## src/rtl/instruction_fetch.sv

```systemverilog
// Instruction fetch unit: reads four bytes over an 8-bit active-low-request bus,
// assembles a little-endian 32-bit instruction and reports misalignment/timeout faults.
module instruction_fetch #(
  parameter int unsigned TIMEOUT_CYCLES = 255
) (
  input  logic        clk,
  input  logic        reset_n,
  input  logic        start_n,
  input  logic [31:0] pc,
  output logic [31:0] mem_addr,
  output logic        mem_rd_n,
  input  logic [7:0]  mem_data,
  input  logic        mem_ack,
  output logic [31:0] instr,
  output logic        done,
  output logic        busy,
  output logic        fault_misaligned,
  output logic        fault_timeout
);

  localparam int unsigned     CNT_W    = $clog2(TIMEOUT_CYCLES + 1);
  localparam logic [CNT_W-1:0] CNT_LAST = CNT_W'(TIMEOUT_CYCLES - 1);

  typedef enum logic [1:0] {
    IDLE,
    REQ,
    DONE
  } state_t;

  state_t           state, state_nxt;
  logic [31:0]      base;
  logic [1:0]       idx;
  logic [CNT_W-1:0] wait_cnt;
  logic             start_ok;
  logic             misaligned;
  logic             last_wait;

  assign start_ok   = (state == IDLE) && !start_n;
  assign misaligned = (pc[1:0] != 2'b00);
  assign last_wait  = (wait_cnt == CNT_LAST);

  // NOTE: sequential state uses non-blocking assignments so every register
  // samples pre-edge values, independent of process ordering.
  always_ff @(posedge clk or negedge reset_n) begin
    if (!reset_n) state <= IDLE;
    else          state <= state_nxt;
  end

  // NOTE: bus and handshake outputs are decoded purely from state, so an
  // asynchronous reset deasserts mem_rd_n immediately, without a clock edge.
  always_comb begin
    state_nxt = state;
    mem_rd_n  = 1'b1;
    mem_addr  = '0;
    done      = 1'b0;
    busy      = 1'b0;
    unique case (state)
      IDLE: begin
        if (start_ok && !misaligned) state_nxt = REQ;
      end
      REQ: begin
        mem_rd_n = 1'b0;
        mem_addr = base + {30'd0, idx};
        busy     = 1'b1;
        if (mem_ack) begin
          if (idx == 2'd3) state_nxt = DONE;
        end else if (last_wait) begin
          state_nxt = IDLE;
        end
      end
      DONE: begin
        done      = 1'b1;
        busy      = 1'b1;
        state_nxt = IDLE;
      end
      default: state_nxt = IDLE;
    endcase
  end

  always_ff @(posedge clk or negedge reset_n) begin
    if (!reset_n) begin
      base             <= '0;
      idx              <= '0;
      wait_cnt         <= '0;
      instr            <= '0;
      fault_misaligned <= 1'b0;
      fault_timeout    <= 1'b0;
    end else begin
      unique case (state)
        IDLE: begin
          if (start_ok) begin
            instr            <= '0;
            fault_timeout    <= 1'b0;
            fault_misaligned <= misaligned;
            if (!misaligned) begin
              base     <= pc;
              idx      <= '0;
              wait_cnt <= '0;
            end
          end
        end
        REQ: begin
          if (mem_ack) begin
            // An ack on the last allowed cycle takes priority over the timeout.
            instr[{idx, 3'b000} +: 8] <= mem_data;
            wait_cnt                  <= '0;
            if (idx != 2'd3) idx <= idx + 2'd1;
          end else begin
            wait_cnt <= wait_cnt + CNT_W'(1);
            if (last_wait) fault_timeout <= 1'b1;
          end
        end
        default: ;
      endcase
    end
  end

endmodule

```

## config.mk

```make
export PLATFORM = sky130hd
export DESIGN_NAME = instruction_fetch
export DESIGN_NICKNAME = d
export VERILOG_FILES = /design/src/rtl/instruction_fetch.sv
export SDC_FILE = /design/constraint.sdc
export NUM_CORES = 1
export LEC_CHECK = 0
export ABC_AREA = 1
export CAP_MARGIN = 30
export CORE_UTILIZATION = 50
export DETAILED_ROUTE_END_ITERATION = 8
export PLACE_DENSITY = 0.78
export SLEW_MARGIN = 30
export SYNTH_ARGS = -nofsm -noshare
export SYNTH_HDL_FRONTEND = slang
export SYNTH_SLANG_ARGS = --single-unit
```

## constraint.sdc

```tcl
create_clock -name clk -period 2.95 [get_ports clk]
set_clock_uncertainty 0.1 [all_clocks]
set_input_delay 0.7375 -clock clk [delete_from_list [all_inputs] [get_ports clk]]
set_output_delay 0.7375 -clock clk [all_outputs]
set_load 0.03 [all_outputs]
```

==> qor_table.md <==
| Result | Reported |
|:---|:---|
| Nets@finish | 822 |
| Number of global-route vias before repair | 4438 |
| First-pass GRT wire length | 20500 um |
| Slack of the worst reg-to-reg path | 0.48 ns |
| Relative slew margins | 63.8% |
| Via Count | 4557 |
| Power per unit of standard cell area | 834 nW/um2 |
| Status | complete, but fails checks |
| Series of cell instances along the critical path | ha_4, fa_2, nand2_4, nor2_4, nand2_4, nor2_4, nand2_1, nand2_1, nand2_1, nor2_1, buf_4 |
| GR Overflow Total | 0 |
| Post-synthesis instance area | 4510 um2 |
| Seq/Total Area, Yosys | 43.3% |
| Max_cap viols | 0 |
| Overall routed net length | 12400 um |
| Total iterations of the first detailed-routing run | 5 |
| Fraction of layout instances using a drive strength above 1 | 13.0% |
| Placed insts | 853 |
| CP Capture Type | output port |
| Number of buffers inserted during clock tree synthesis | 9 |
| Count of different cell masters after synthesis | 35 |
| Most common library cell in the layout ignoring fill and taps | nand2_1 |
| Vias per inst | 5.20 |
| Endpoints failing hold | 0 |
| Crit path depth | 11 |
| Unrepaired setup endpoints after global routing | true |
| Data required time of the worst path | 2.11 ns |
| Transition at the pin with the smallest max-transition slack | 0.538 ns |
| Clock slew at reported path FFs | 0.09 ns |
| Library cell appearing most often on the critical path | nand2_1 |
| Critical path's top delay family | simple AND/OR/NAND/NOR gates |
| Worst path arrival time | 2.15 ns |
| Cells after synthesis | 637 |
| Detailed Place HPWL | 9480 um |
| Placeable core area | 8720 um2 |
| Clk_lat worst skew | 0.35 ns |
| CTS tree | yes |
| Worst Setup Slack post-DPL | 0.306 ns |
| GRT Resource Usage Total | 26.6% |
| Final antenna-violating net count | 0 |
| Vertical die dimension | 97.0 um |
| Peak supply drop | 0.522 mV |
| Failing checks | setup timing |
| Average size of a mapped cell | 7.08 um2 |
| Finish-stage setup viols | 4 |
| Slack of the critical path | -0.0422 ns |
| CP bufs+invs | 1 |
| Synthesized net count | 695 |
| Final critical delay including setup and external delays | 2.99 ns |
| Routability cong. | 0.967 |
| DR DRC count | 0 |
| Die Wd | 97.0 um |
| Final standard cell utilization of the core | 69.0% |
| Layout overhead on the synthesized area | 33.4% |
| Worst path max stage delay | 0.41 ns |
| Iter 0 DRT Violations | 204 |
| Root buffer selected by CTS | clkbuf_8 |
| Commonest cells after routing, fill and taps aside | 241 x nand2_1, 84 x nor2_1, 79 x clkdlybuf4s50_1 |
| Worst min-delay path class | in -> async |
| Yosys warning count | 0 |
| Diodes inserted | 0 |
| Reg2reg path depth | 8 |
| Max Fclk | 334 MHz |
| Setup crit end | mem_addr[28] |
| Synthesis-stage register bit count | 78 |
| Total Die Area | 9410 um2 |
| Final slew viol count | 0 |
| Ports | 113 |
| Reg2Reg Capture Point | instr[1] |
| Number of antenna violations at the first check in global routing | 0 |
| Number of buffers on the longest clock path | 2 |
| CP max stage cell | dfrtp_1 |
| Std-Cell Rows | 34 |
| Final Cycle Share | 101% |
| Kind of critical path | reg -> out |
| Final cell count without fillers | 877 |
| Reported leakage power | 2.77 nW |
| Launching point of the worst reg2reg path | idx[0] |
| Maximum fanout along the worst path | 8 |
| Count of buffers from port buffering | 112 |
| H-tree depth reported by CTS | 3 |
| Clock Sinks | 78 |
| Critical path startpoint | base[0] |
| Startpoint type of the worst setup path | register |
| Effective utilization at floorplan | 51.7% |
| Average wire per cell in the routed design | 14.2 um |
| Maximum number of pins on one net before global-route repair | 40 |
==> worst register-to-register path, stage by stage, from the launching register on <==
cell	delay (ns)
dfrtp_1	0.42
buf_4	0.15
buf_4	0.14
inv_1	0.29
ha_1	0.22
clkinv_1	0.27
nor3_2	0.54
nand3_1	0.14
o21ai_0	0.12
==> where the power goes <==
part           total [mW]  internal (mW)  switching [mW]  leakage (nW)
combinational        2.47          0.844            1.63          1.63
sequential           1.71           1.36           0.346          1.03
clock               0.837          0.403           0.434         0.102
total                5.02           2.61            2.41          2.77
==> worst min-delay path by stage <==
stage	end
after global routing	base[17]
after detailed placement	instr[17]
after global placement	instr[24]
final	base[2]
after CTS	base[2]
after floorplan	base[0]
==> registers in the layout (all words and copies together) (netlist names) <==
| signal | cells |
|---|---|
| state | 2 |
| base | 32 |
| fault_misaligned | 1 |
| fault_timeout | 1 |
| instr | 32 |
| idx | 2 |
| wait_cnt | 8 |
==> metal layers <==
metal | share of wire [%] | vias up | global-route usage (%)
met3 | 6.1 | 25 | 3.83
met2 | 50 | 175 | 45.6
met1 | 42 | 2100 | 33.9
met4 | 2.2 | 0 | 10.4
li1 | - | 2257 | -
met5 | 0 | - | 0
==> metrics by stage <==
stage | cell area (um2) | hold WS [ns] | power, mW | TNS, ns
4_1_cts | 5900 | 0.263 | 4.98 | -0.113
3_3_place_gp | 5680 | 0.371 | 4.09 | 0
6_report | 6020 | 0.251 | 5.02 | -0.111
2_1_floorplan | 4510 | 0.342 | 3.30 | 0
5_1_grt | 6020 | 0.281 | 5.35 | -1.42
3_5_place_dp | 5680 | 0.372 | 4.14 | 0
==> area by class of cell <==
| type | count | area [um2] |
|---|---|---|
| well taps | 108 | 135 |
| fillers | 723 | 2700 |
| repair buffers | 129 | 1180 |
| inverters | 61 | 231 |
| clock buffers | 9 | 124 |
| clock inverters | 7 | 80.1 |
| flip-flops and latches | 78 | 1950 |
| multi-input cells | 485 | 2310 |
==> timing repair <==
item	4_1_cts	5_1_grt
hold buffers	0	0
resized for setup	3	19
setup buffers	1	7
pin swaps	2	12
endpoints found under the setup margin	15	24
==> cells in the mapped netlist <==
library cell / count / share of area (%)
nand2_1: 242 / 20
nor2_1: 89 / 7.4
dfrtp_1: 78 / 43
inv_1: 55 / 4.6
o21ai_0: 44 / 4.9
nand3_1: 32 / 3.5
a21oi_1: 19 / 2.1
o21ai_1: 16 / 1.8
ha_1: 13 / 3.6
clkbuf_1: 6 / 0.50
buf_6: 4 / 1.0
inv_2: 4 / 0.33
buf_2: 3 / 0.33
nor2_4: 3 / 0.75
nor3_1: 3 / 0.33
nand2_2: 2 / 0.28
nand2_4: 2 / 0.50
nand3b_1: 2 / 0.33
nor2_2: 2 / 0.28
o21ai_4: 2 / 0.72
xor2_1: 2 / 0.39
a21oi_4: 1 / 0.36
a2bb2oi_1: 1 / 0.19
clkinv_1: 1 / 0.083
fa_1: 1 / 0.44
inv_4: 1 / 0.14
nand3_2: 1 / 0.22
nand4_1: 1 / 0.14
nand4_2: 1 / 0.28
nor3_2: 1 / 0.22
nor3b_1: 1 / 0.17
o21a_1: 1 / 0.17
o21ai_2: 1 / 0.19
o31ai_1: 1 / 0.17
xnor2_1: 1 / 0.19
==> logic make-up after synthesis <==
kind of cell	Yosys count	share of synthesized area, %
DFF	78	43.3
AOI/OAI and AO/OA	86	10.6
adders and majority gates	14	4.05
xor gates and xnor gates	3	0.582
and+or+nand+nor	382	34.6
buffers and inverters	74	6.96
Power figures use the tool's default switching activity.
